$ cat src/rtl/router_pkg.sv
// Shared constants for the 1x3 router: data width, header layout and
// control FSM state encodings.
package router_pkg;

    localparam int DEF_DATA_W   = 8;
    localparam int ADDR_W       = 2;
    localparam int HDR_ADDR_LSB = 0;
    localparam int HDR_LEN_LSB  = 2;

    // Control FSM encodings, shared with router_fsm
    localparam logic [2:0] ST_DECODE_ADDRESS     = 3'd0;
    localparam logic [2:0] ST_LOAD_FIRST_DATA    = 3'd1;
    localparam logic [2:0] ST_LOAD_DATA          = 3'd2;
    localparam logic [2:0] ST_LOAD_PARITY        = 3'd3;
    localparam logic [2:0] ST_FIFO_FULL_STATE    = 3'd4;
    localparam logic [2:0] ST_LOAD_AFTER_FULL    = 3'd5;
    localparam logic [2:0] ST_WAIT_TILL_EMPTY    = 3'd6;
    localparam logic [2:0] ST_CHECK_PARITY_ERROR = 3'd7;

    function automatic logic [ADDR_W-1:0] hdr_addr(input logic [DEF_DATA_W-1:0] hdr);
        return hdr[HDR_ADDR_LSB +: ADDR_W];
    endfunction

endpackage

$ cat src/rtl/router_if.sv
// Byte-stream bus between source, router register stage and FIFO write port.
interface router_if #(
    parameter int DATA_W = router_pkg::DEF_DATA_W
);
    logic              packet_valid;
    logic [DATA_W-1:0] data_in;
    logic              fifo_full;
    logic [DATA_W-1:0] dout;

    modport master (
        output packet_valid,
        output data_in,
        output fifo_full,
        input  dout
    );

    modport slave (
        input  packet_valid,
        input  data_in,
        input  fifo_full,
        output dout
    );
endinterface

$ cat src/rtl/router_parity_acc.sv
// Running XOR parity over header and payload, compared with the received
// parity byte.
module router_parity_acc
    import router_pkg::*;
#(
    parameter int DATA_W = DEF_DATA_W
) (
    input  logic              clk,
    input  logic              reset,
    input  logic              clr,
    input  logic              hdr_en,
    input  logic [DATA_W-1:0] hdr,
    input  logic              dat_en,
    input  logic [DATA_W-1:0] data,
    input  logic [DATA_W-1:0] pkt_parity,
    output logic [DATA_W-1:0] int_parity,
    output logic              mismatch
);

    always_ff @(posedge clk) begin
        if (reset)
            int_parity <= '0;
        else if (clr)
            int_parity <= '0;
        else if (hdr_en)
            int_parity <= int_parity ^ hdr;
        else if (dat_en)
            int_parity <= int_parity ^ data;
    end

    assign mismatch = (int_parity != pkt_parity);

endmodule

$ cat src/rtl/router_reg.sv
// Router datapath register stage: header latch, full-stall hold byte,
// parity tracking and status back to the control FSM.
module router_reg
    import router_pkg::*;
#(
    parameter int DATA_W = DEF_DATA_W
) (
    input  logic        clk,
    input  logic        reset,
    router_if.slave     bus,
    input  logic        detect_add,
    input  logic        lfd_state,
    input  logic        ld_state,
    input  logic        laf_state,
    input  logic        full_state,
    input  logic        rst_int_reg,
    output logic        parity_done,
    output logic        low_packet_valid,
    output logic        err
);

    logic [DATA_W-1:0] hdr_byte;
    logic [DATA_W-1:0] hold_byte;
    logic [DATA_W-1:0] pkt_parity;
    logic [DATA_W-1:0] int_parity;
    logic              mismatch;
    logic              dat_en;
    logic              pdone_set;
    logic              lpv_set;

    assign dat_en    = ld_state && bus.packet_valid && !full_state;
    assign lpv_set   = ld_state && !bus.packet_valid;
    assign pdone_set = (ld_state && !bus.fifo_full && !bus.packet_valid)
                    || (laf_state && low_packet_valid && !parity_done);

    router_parity_acc #(.DATA_W(DATA_W)) u_par (
        .clk        (clk),
        .reset      (reset),
        .clr        (detect_add),
        .hdr_en     (lfd_state),
        .hdr        (hdr_byte),
        .dat_en     (dat_en),
        .data       (bus.data_in),
        .pkt_parity (pkt_parity),
        .int_parity (int_parity),
        .mismatch   (mismatch)
    );

    always_ff @(posedge clk) begin
        if (reset) begin
            hdr_byte  <= '0;
            hold_byte <= '0;
            bus.dout  <= '0;
        end else begin
            if (detect_add && bus.packet_valid)
                hdr_byte <= bus.data_in;
            // hold_byte only captures when the full-stall branch wins
            if (lfd_state)
                bus.dout <= hdr_byte;
            else if (ld_state && !bus.fifo_full)
                bus.dout <= bus.data_in;
            else if (ld_state)
                hold_byte <= bus.data_in;
            else if (laf_state)
                bus.dout <= hold_byte;
        end
    end

    always_ff @(posedge clk) begin
        if (reset) begin
            pkt_parity       <= '0;
            parity_done      <= 1'b0;
            low_packet_valid <= 1'b0;
            err              <= 1'b0;
        end else begin
            if (lpv_set)
                pkt_parity <= bus.data_in;
            if (pdone_set)
                parity_done <= 1'b1;
            else if (detect_add)
                parity_done <= 1'b0;
            if (rst_int_reg)
                low_packet_valid <= 1'b0;
            else if (lpv_set)
                low_packet_valid <= 1'b1;
            if (rst_int_reg && parity_done)
                err <= mismatch;
            else if (detect_add)
                err <= 1'b0;
        end
    end

endmodule

$ cat src/flat_wrapper.sv
// flat-port wrapper written by rule: the top's interface ports become plain ports
module router_reg_flat import router_pkg::*;
#(
    parameter int DATA_W = DEF_DATA_W
)
  (clk, reset, detect_add, lfd_state, ld_state, laf_state, full_state, rst_int_reg, parity_done, low_packet_valid, err, bus_packet_valid, bus_data_in, bus_fifo_full, bus_dout);
  router_if #(.DATA_W(DATA_W)) bus_i ();
  input  logic clk;
  input  logic reset;
  input  logic detect_add;
  input  logic lfd_state;
  input  logic ld_state;
  input  logic laf_state;
  input  logic full_state;
  input  logic rst_int_reg;
  output logic parity_done;
  output logic low_packet_valid;
  output logic err;
  input wire logic [$bits(bus_i.packet_valid)-1:0] bus_packet_valid;
  input wire logic [$bits(bus_i.data_in)-1:0] bus_data_in;
  input wire logic [$bits(bus_i.fifo_full)-1:0] bus_fifo_full;
  output wire logic [$bits(bus_i.dout)-1:0] bus_dout;
  assign bus_i.packet_valid = bus_packet_valid;
  assign bus_i.data_in = bus_data_in;
  assign bus_i.fifo_full = bus_fifo_full;
  assign bus_dout = bus_i.dout;
  router_reg #(.DATA_W(DATA_W)) u_core (.clk(clk), .reset(reset), .bus(bus_i), .detect_add(detect_add), .lfd_state(lfd_state), .ld_state(ld_state), .laf_state(laf_state), .full_state(full_state), .rst_int_reg(rst_int_reg), .parity_done(parity_done), .low_packet_valid(low_packet_valid), .err(err));
endmodule
$ cat config.mk
export PLATFORM = sky130hd
export DESIGN_NAME = router_reg_flat
export DESIGN_NICKNAME = d
export VERILOG_FILES = /design/src/rtl/router_pkg.sv /design/src/rtl/router_if.sv /design/src/rtl/router_parity_acc.sv /design/src/rtl/router_reg.sv /design/src/flat_wrapper.sv
export SDC_FILE = /design/constraint.sdc
export NUM_CORES = 1
export LEC_CHECK = 0
export CORE_AREA = 3 3 70 72
export CTS_CLUSTER_SIZE = 25
export DETAILED_ROUTE_END_ITERATION = 6
export DIE_AREA = 0 0 73 75
export PLACE_DENSITY = 0.74
export SLEW_MARGIN = 20
export SYNTH_ARGS = -nofsm -noshare
export SYNTH_HDL_FRONTEND = slang
export SYNTH_HIERARCHICAL = 1
export SYNTH_SLANG_ARGS = --single-unit
$ cat constraint.sdc
create_clock -name clk -period 3.6 [get_ports clk]
set_clock_uncertainty 0.15 [all_clocks]
set_input_delay 0.72 -clock clk [delete_from_list [all_inputs] [get_ports clk]]
set_output_delay 0.72 -clock clk [all_outputs]
set_load 0.005 [all_outputs]
Word level (Yosys, flattened, before mapping)

Cells that the tools add are included.
W data, S select, Z words.

Flip-flop bits (word level): 43
Latch bits: 0
Memory bits (writable): 0
ROM bits: 0
Bits of input ports: 18
Memories kept: 0

$add $sub $neg: 0
Multiply operators: 0
Divide/modulo/power cells: 0
Magnitude comparators: 0
Equal/unequal tests: 2
Shift operators: 0
Mux-type cells: 9
Bitwise operators: 4
Reductions and logical operators: 22

Operators by type and width:

| cell                 | number |
|---|---|
| $mux W8              | 6 |
| $xor A8 B8 Y8        | 2 |
| $logic_and A1 B1 Y1  | 9 |
| $ne A8 B8 Y1         | 1 |
| $reduce_bool A2 Y1   | 3 |
| $logic_not A1 Y1     | 4 |
| $reduce_or A2 Y1     | 2 |
| $mux W1              | 3 |
| $ne A3 B2 Y1 const B | 1 |
| $reduce_and A3 Y1    | 1 |
| $reduce_bool A3 Y1   | 1 |
| $not A1 Y1           | 2 |
| $reduce_and A2 Y1    | 1 |
| $logic_or A1 B1 Y1   | 1 |

Depth between registers and ports, before layout

Depth after elaboration: 5
Depth in mapped cells: 7
Mapped depth without buffers: 5

Modules after synthesis

Netlist, hierarchy kept.

By module, submodules not included:

| module            | times used | cells each | area each (sq um) |
|---|---|---|---|
| router_reg        | 1          | 164        | 1,510.2 |
| router_parity_acc | 1          | 71         | 613.1 |

Worst setup path after synthesis

OpenSTA, ideal clock, no wires.

Path type: input to register
Start: input port bus_packet_valid
End: register u_core.u_par.int_parity[2]
Library setup time: 0.121 ns
Arrival: 1.622 ns
Data required time: 3.329 ns
Setup slack: 1.707 ns
Cell stages on the path: 7
Path buffers: 2
Cell sequence: clkbuf_1 > nand2_1 > nor2_1 > buf_6 > nand3b_1 > a21oi_1 > nor3b_2

Word-level cells in the longest chain between the ends: 3

Ends and longest elaborated chain:

| what                             | RTL line                | RTL |
|---|---|---|
| start, declared                  | flat_wrapper.sv:19      | `input wire logic [$bits(bus_i.packet_valid)-1:0] bus_packet_valid;` |
| $logic_and A1 B1 Y1 (2 in a row) | router_reg.sv:31        | `assign dat_en = ld_state && bus.packet_valid && !full_state;` |
| via u_core.dat_en                | router_reg.sv:27        | `logic dat_en;` |
| $reduce_bool A2 Y1 (no line)     | n/a                     |  |
| end signal, assigned             | router_parity_acc.sv:26 | `int_parity <= int_parity ^ hdr;` |
| end signal, assigned             | router_parity_acc.sv:28 | `int_parity <= int_parity ^ data;` |
| end, declared                    | router_parity_acc.sv:16 | `output logic [DATA_W-1:0] int_parity,` |

The timed path passes the listed nets, and every way through them passes these cells.
A chain may end at the register's enable or synchronous reset.

Final worst setup path

Start: input port ld_state
End: register u_core.hold_byte[1]

Word-level cells in the longest chain between the ends: 3

Ends and longest elaborated chain:

| what                            | RTL line           | RTL |
|---|---|---|
| start, declared                 | flat_wrapper.sv:12 | `input logic ld_state;` |
| $logic_and A1 B1 Y1             | router_reg.sv:60   | `else if (ld_state && !bus.fifo_full)` |
| $not A1 Y1 (no line)            | n/a                |  |
| $reduce_and A3 Y1 (no line) (*) | n/a                |  |
| end signal, assigned            | router_reg.sv:63   | `hold_byte <= bus.data_in;` |
| end, declared                   | router_reg.sv:23   | `logic [DATA_W-1:0] hold_byte;` |

Mark *: on every way between the ends. The rest lies on a longest branch, timed or not.

==> run metrics <==
status=completed; Critical Path AT=2.47 ns; input/output buffers=28; crit-path max FO=15; post-synthesis cell area=around 2100 um2; Longest Clk Path Bufs=2; Hold Slack=0.318 ns; syn nets=about 250; Critical Path Sink Type=flip-flop; fmax=408 MHz; Area Growth Syn to Fin=16.6%; Die W=approximately 73 um; drt drc=0; synth top area cells=dfxtp_1 41%, a21oi_1 7.8%, nand2_1 7.8%, nor3b_2 4.7%, nand4bb_1 4.2%; register bit count reported by yosys=43; Die Ht=between 70 and 80 um; clk slew on worst S/H paths=0.08 ns; clk_lat worst skew=0.30 ns; layout cells sized above 1=between 10% and 20%; Worst Hold Launch=u_core/pkt_parity[3]; Hold Path Depth=2; post-CTS setup buffer count=0; grt met1 use=23.8%; HPWL after DPL=3210 um; Initial Util=48.8%; FF+latch area=861 um2; total track usage=18.3%; worst slew pin tran=0.769 ns; Max-Cap Viols=0; biggest area consumer among synthesized cells=dfxtp_1; TritonCTS clock tree=done; syn_area_per_cell=~9.0 um2; LEAKAGE=0.978 nW; crit path time final=2.45 ns; origin of the critical flop-to-flop path=u_core/u_par/int_parity[5]; RSZ-0062 raised after global routing=no; Mapped Cells=roughly 240; Root Buffer=clkbuf_8; post-cts resize count=0; drt pass-1 iters=4; CTS Buf Count=5; Final nets=~280; setup TNS=0 ns; Yosys cell types=29; GR Util met2=29.6%; fill cell count=just over 400; period utilization=68.1%; cell area after layout=approximately 2500 um2; Die Area=5480 um2; clk sinks=43; CP startpoint=ld_state; Iteration-0 DRC Markers=83; WL/cell=~15 um; CP Launch Type=primary input; CTS Hold Bufs=0; row cnt=24; FF-to-FF End=u_core/err; FFs w/ async S/R, synth=0%; Yosys Warn Count=6; Via Count=~1,700; placed cell area=~2400 um2; Worst VDD drop=273 uV; top post-synthesis cells by count=44 x nand2_1, 43 x dfxtp_1, 33 x a21oi_1; CTS H-tree lvls=2; global-route met3 utilization=5.47%; core area=4350 um2; Final Hold Viols=0; # diodes=0; Slew Limit Fails=0; gr busiest metal=met2; Critical Path RT=3.62 ns; number of enable flip-flop cells after synthesis=0; share of the synthesized area in the top cell type=between 40% and 50%; Routed Antenna Nets=0; area of the multi-input gates=1110 um2; final WL=between 4000 and 5000 um; Hold Path Sink=u_core/pkt_parity[3]; top-count cell post-synth=nand2_1; Most used DFF post-synth=dfxtp_1; post-synthesis sequential area ratio=40.5%; largest net degree at the start of global routing=20; global route overflow=0; gpl congestion=approximately 0.8; setup slack, reg-to-reg=about 2.2 ns; max_slew headroom=48.6%; Ports=29; antenna violations before repair=0; R2R cell count=5; first-pass GRT wire length=7610 um; vias per cell=~5.5; WS Path Type=primary input to flip-flop; Final Setup Violations=0; Hold Crit Class=flip-flop to flip-flop; power per cell area=392 nW/um2; vias in the first global route=1,577
[state kept, by name, indices dropped and copies added, names as in the netlist]
| signal | flops |
|---|---|
| u_core/hold_byte | 8 |
| u_core/hdr_byte | 8 |
| u_core/u_par/int_parity | 8 |
| u_core/parity_done | 1 |
| u_core/pkt_parity | 8 |
| u_core/err | 1 |
| u_core/low_packet_valid | 1 |
| u_core/bus.dout | 8 |
[cell type report]
class / count / area share, %
multi-input combinational: 167 / 44.7
sequential: 43 / 34.8
timing repair buffer: 32 / 12.5
clock buffer: 8 / 4.04
tap: 52 / 2.63
inverter: 9 / 1.36
[per-stage QoR]
stage	worst slack, ns	power (mW)	utilization (%)	cells
2_1_floorplan	1.71	0.597	-	235
3_3_place_gp	0.879	0.644	54.6	303
3_5_place_dp	0.844	0.647	54.6	303
4_1_cts	1.16	0.979	56.9	311
5_1_grt	0.980	1.02	56.9	311
6_report	1.15	0.970	56.9	311
[how the worst max path moves through the flow]
| stage | slack [ns] | to | depth (start not counted) |
|---|---|---|---|
| after floorplan | 1.71 | u_core/u_par/int_parity[2] | 7 |
| after global placement | 0.88 | u_core/hold_byte[1] | 4 |
| after detailed placement | 0.84 | u_core/hold_byte[4] | 4 |
| after CTS | 1.16 | u_core/pkt_parity[2] | 4 |
| after global routing | 0.98 | u_core/hold_byte[4] | 4 |
| final | 1.15 | u_core/hold_byte[1] | 4 |
[layout by cell type, fill, tap and decap left out, types with 8 or more instances in the layout]
master           count
a21oi_1             33
a221o_1              8
clkdlybuf4s50_1     28
dfxtp_1             43
inv_1                8
mux2i_1              8
nand2_1             44
nand3_1             17
nand3b_1             8
nand4bb_1            8
nor2_1              11
nor3b_2              8
xor2_1               8
[cell families after synthesis]
family / synth area share (%)
simple gates: 30.9
compound gates: 14.1
flops: 40.5
buf+inv: 7.37
xor+xnor: 3.30
mux: 3.77
[per-layer routing]
metal / up-vias / wire, um / part of all wire [%]
met1: 800 / 2150 / 47
met2: 45 / 2130 / 46
met3: 5 / 269 / 5.8
met4: 0 / 47 / 1.0
li1: 865 / - / -
met5: - / 0 / 0
[critical path, cell delays in order]
cell and delay [ns]:
clkdlybuf4s50_1 0.83, nand3b_1 0.56, mux2i_1 0.30, nor2_1 0.05
[power breakdown]
group | internal (mW) | switching [mW] | leakage (nW) | total, mW
clock network | 0.175 | 0.160 | 0.0515 | 0.335
logic | 0.0624 | 0.0672 | 0.576 | 0.130
registers | 0.494 | 0.0118 | 0.350 | 0.506
Power figures use the tool's default switching activity.
